<file path="config.mk">
export PLATFORM = sky130hd
export DESIGN_NAME = pipeline_fifo
export DESIGN_NICKNAME = d
export VERILOG_FILES = /design/src/rtl/pipeline_fifo.sv
export SDC_FILE = /design/constraint.sdc
export NUM_CORES = 1
export LEC_CHECK = 0
export ABC_AREA = 1
export BUFFER_PORTS_ARGS = -buffer_cell sky130_fd_sc_hd__buf_2
export CAP_MARGIN = 20
export CORE_ASPECT_RATIO = 0.75
export CORE_MARGIN = 1.5
export CORE_UTILIZATION = 55
export CTS_CLUSTER_SIZE = 25
export DETAILED_ROUTE_END_ITERATION = 6
export HOLD_SLACK_MARGIN = 0.15
export MAX_ROUTING_LAYER = met4
export PLACE_DENSITY = 0.75
export SKIP_LAST_GASP = 1
export SLEW_MARGIN = 20
export SYNTH_ARGS = -nofsm -noshare
export SYNTH_HDL_FRONTEND = slang
export SYNTH_SLANG_ARGS = --single-unit
</file>
<file path="constraint.sdc">
create_clock -name clk -period 5.9 [get_ports clk]
set_input_delay 1.77 -clock clk [delete_from_list [all_inputs] [get_ports clk]]
set_output_delay 1.77 -clock clk [all_outputs]
set_load 0.02 [all_outputs]
</file>
<file path="src/rtl/pipeline_fifo.sv">
// Elastic FIFO between two pipeline stages using a valid/allow handshake on both sides.
// Head-of-queue data falls through combinationally. allow_in depends only on internal
// state and flush, so there is no combinational path from allow_out to allow_in.
//
// Ports:
//   clk        clock, all state updates on posedge
//   resetn     asynchronous active-low reset
//   flush      discard all entries and any incoming item this cycle
//   valid_in   upstream item present on in
//   allow_in   FIFO can accept an item this cycle
//   in         upstream payload
//   valid_out  item present on out
//   allow_out  downstream accepts the item this cycle
//   out        head-of-queue payload
//   count      number of valid entries
module pipeline_fifo #(
    parameter int unsigned WIDTH = 32,
    parameter int unsigned DEPTH = 4
) (
    input  logic                       clk,
    input  logic                       resetn,
    input  logic                       flush,
    input  logic                       valid_in,
    output logic                       allow_in,
    input  logic [WIDTH-1:0]           in,
    output logic                       valid_out,
    input  logic                       allow_out,
    output logic [WIDTH-1:0]           out,
    output logic [$clog2(DEPTH+1)-1:0] count
);

    localparam int unsigned AW = $clog2(DEPTH);
    localparam int unsigned CW = $clog2(DEPTH + 1);
    localparam logic [AW:0] PtrOne = 1;
    localparam logic [CW-1:0] CntOne = 1;

    logic [WIDTH-1:0] mem [DEPTH];

    // Pointers carry one extra wrap bit to tell full from empty.
    logic [AW:0]   rd_ptr_q, rd_ptr_d;
    logic [AW:0]   wr_ptr_q, wr_ptr_d;
    logic [CW-1:0] count_q, count_d;

    logic empty;
    logic full;
    logic push;
    logic pop;

    assign empty = (rd_ptr_q == wr_ptr_q);
    assign full  = (rd_ptr_q[AW-1:0] == wr_ptr_q[AW-1:0]) && (rd_ptr_q[AW] != wr_ptr_q[AW]);

    // A pop in the same cycle does not open a slot for a push when full.
    assign allow_in  = resetn & (flush | ~full);
    assign valid_out = ~empty;
    assign out       = mem[rd_ptr_q[AW-1:0]];
    assign count     = count_q;

    assign push = valid_in & allow_in & ~flush;
    assign pop  = valid_out & allow_out & ~flush;

    always_comb begin
        rd_ptr_d = rd_ptr_q;
        wr_ptr_d = wr_ptr_q;
        count_d  = count_q;
        if (flush) begin
            rd_ptr_d = wr_ptr_q;
            count_d  = '0;
        end else begin
            if (push) begin
                wr_ptr_d = wr_ptr_q + PtrOne;
            end
            if (pop) begin
                rd_ptr_d = rd_ptr_q + PtrOne;
            end
            if (push && !pop) begin
                count_d = count_q + CntOne;
            end else if (pop && !push) begin
                count_d = count_q - CntOne;
            end
        end
    end

    always_ff @(posedge clk or negedge resetn) begin
        if (!resetn) begin
            rd_ptr_q <= '0;
            wr_ptr_q <= '0;
            count_q  <= '0;
        end else begin
            rd_ptr_q <= rd_ptr_d;
            wr_ptr_q <= wr_ptr_d;
            count_q  <= count_d;
        end
    end

    // Storage is deliberately not reset.
    always_ff @(posedge clk) begin
        if (push) begin
            mem[wr_ptr_q[AW-1:0]] <= in;
        end
    end

endmodule

</file>
==> metrics <==
outcome=complete, no violations; critical path's slowest cell=inv_2; post-DP HPWL=5650 um; syn nets=440; sequential share of the synthesized area=0.760; highest clock rate=228 MHz; Bufs and invs on worst path=3; LEAKAGE=2.34 nW; #FFs+latches synth=137; CTS max path bufs=2; Global Route Usage Sum=0.225; Die W=117 um; CP required=4.13 ns; Max Fanout on Critical Path=69; Port Buf Inserts=73; number of buffers added for setup after CTS=0; Die Y=88.5 um; Iteration-0 DRC Markers=203; gp weighted congestion=0.827; Hold Buf Count CTS=0; setup TNS=0 ns; CP Class=register to output pin; Initial Utilization=0.580; Placed Instance Area=5850 sq um; FILL cells=667; initial antenna violation count=1; Syn. warnings=0; synth unique cells=24; Die ar.=10300 sq um; core box area=9230 sq um; PwrDens=516 nW/um^2; Clock Sink Count=137; Netlist Area Pre-Place=5360 sq um; Root Driver=clkbuf_16; drt wl/cell=16.6 um; DRT Pass-1 Iters=5; fin area=6420 sq um; critical path's top delay family=buffers and inverters; number of global-route vias before repair=3211; CTS resizes=0; Hold WS=0.517 ns; worst path cell trace=buf_4 -> inv_2 -> o21ai_0 -> o22ai_1 -> buf_2; maximum VDD drop=0.340 mV; global-route wire length before repair=15900 um; CTS tree=done; Via Count=3303; cts bufs inserted=17; Pins Over Slew Limit=0; DR DRC count=0; area of the multi-input gates=1160 sq um; Mean Syn Cell Area=13.5 sq um; max incr delay on CP=0.83 ns; ratio of cells with drive above 1 in the final layout=0.238; largest net degree at the start of global routing=70; RSZ-0062 raised after global routing=false; Critical Path AT=2.62 ns; sequential cell area=4070 sq um; most common cell after layout, fill and taps aside=edfxtp_1; P&R area growth vs syn=19.9%; DR vias/cell=5.39; Post-Syn Instances=397; CP Launch Type=register; time the worst path needs with I/O delays and setup=4.39 ns; Worst Tran Pin Value=1.05 ns; DRT antenna net count=0; CTS H-Tree Depth=4; WL final=10200 um; Worst Hold Class=register to register; CP Capture Type=output pin; grt total ovfl=0; Max-cap violations=0; most frequent cells in the layout=edfxtp_1 (128), buf_2 (73), nor2_1 (68); Max-slew headroom=0.299; fin crit share=0.744; Cell Rows=30; clk_lat worst skew=0.41 ns; clk_skew=0.00597 ns; Setup violations, final=0; final hold violation count=0; clock transition at the registers of the reported paths=0.05 ns; Layout Nets=514; IO Pins=74
layer usage:
layer  share of wire  up-vias  track usage
met5               0        -            -
li1                -     1602            -
met4          0.0091        0       0.0832
met2            0.49      110        0.357
met3           0.075        7       0.0842
met1            0.43     1584        0.267
through the flow:
step / power (mW) / util / std cells / worst slack [ns]
after floorplan: 1.96 / - / 397 / 1.90
after global placement: 2.28 / 0.634 / 580 / 1.70
after detailed placement: 2.31 / 0.634 / 580 / 1.70
after CTS: 3.34 / 0.695 / 612 / 1.48
after global routing: 3.50 / 0.696 / 613 / 1.28
final: 3.31 / 0.696 / 613 / 1.51
registers in the layout, summed over array words and instances, names as in the netlist:
signal,count
mem,128
count,3
rd_ptr_q,3
wr_ptr_q,3
power breakdown:
part	total (mW)	leakage [nW]	internal (mW)	switching, mW
clock	1.02	0.271	0.657	0.360
sequential	1.18	1.26	1.15	0.0362
combinational	1.11	0.805	0.333	0.781
total	3.31	2.34	2.14	1.18
path summary, 6_finish.rpt:
path / startpoint / endpoint / slack (ns) / cells after the start
min in group asynchronous: resetn / wr_ptr_q[2] / 1.22 / 1
max reg2reg: rd_ptr_q[0] / mem[0][18] / 2.60 / 8
max in group asynchronous: resetn / rd_ptr_q[0] / 4.45 / 1
min reg2reg: count[0] / count[0] / 0.52 / 1
min: count[0] / count[0] / 0.52 / 1
max: rd_ptr_q[0] / out[31] / 1.51 / 5
synth_stat cells (all sizes together):
| master | n | area [sq um] |
|---|---|---|
| clkbuf | 17 | 63.8 |
| o21ai | 66 | 338 |
| nand2 | 29 | 124 |
| xor2 | 2 | 17.5 |
| o221ai | 3 | 26.3 |
| a21oi | 3 | 15.0 |
| nor2 | 73 | 277 |
| fa | 1 | 20.0 |
| xnor2 | 2 | 17.5 |
| dfrtp | 9 | 225 |
| inv | 20 | 75.1 |
| edfxtp | 128 | 3840 |
| buf | 3 | 13.8 |
| o22ai | 32 | 200 |
| ha | 5 | 62.6 |
| nand3 | 4 | 37.5 |
kinds of logic after synthesis:
group           Yosys count  synth area share
buf+inv                  40            0.0285
compound gates          104             0.108
flops                   137             0.760
xor+xnor                  4           0.00654
fa+ha+maj                 6            0.0154
simple gates            106            0.0818
final cells by class:
type	count	area share
Clock inverter	10	0.0197
Multi-Input combinational cell	220	0.181
Sequential cell	137	0.634
Antenna cell	1	0.000390
Inverter	20	0.0117
Tap cell	128	0.0249
Clock buffer	22	0.0691
Timing Repair Buffer	75	0.0592
worst reg2reg max path, stage by stage (launching register included):
cell	delay, ns
dfrtp_2	0.38
buf_4	0.31
inv_2	0.83
nand2_1	0.11
nand2_1	0.13
nor2_2	0.05
nand2_2	0.07
nand3_4	0.18
nor2_4	0.85
No activity file was read; power rests on OpenSTA's default activity.
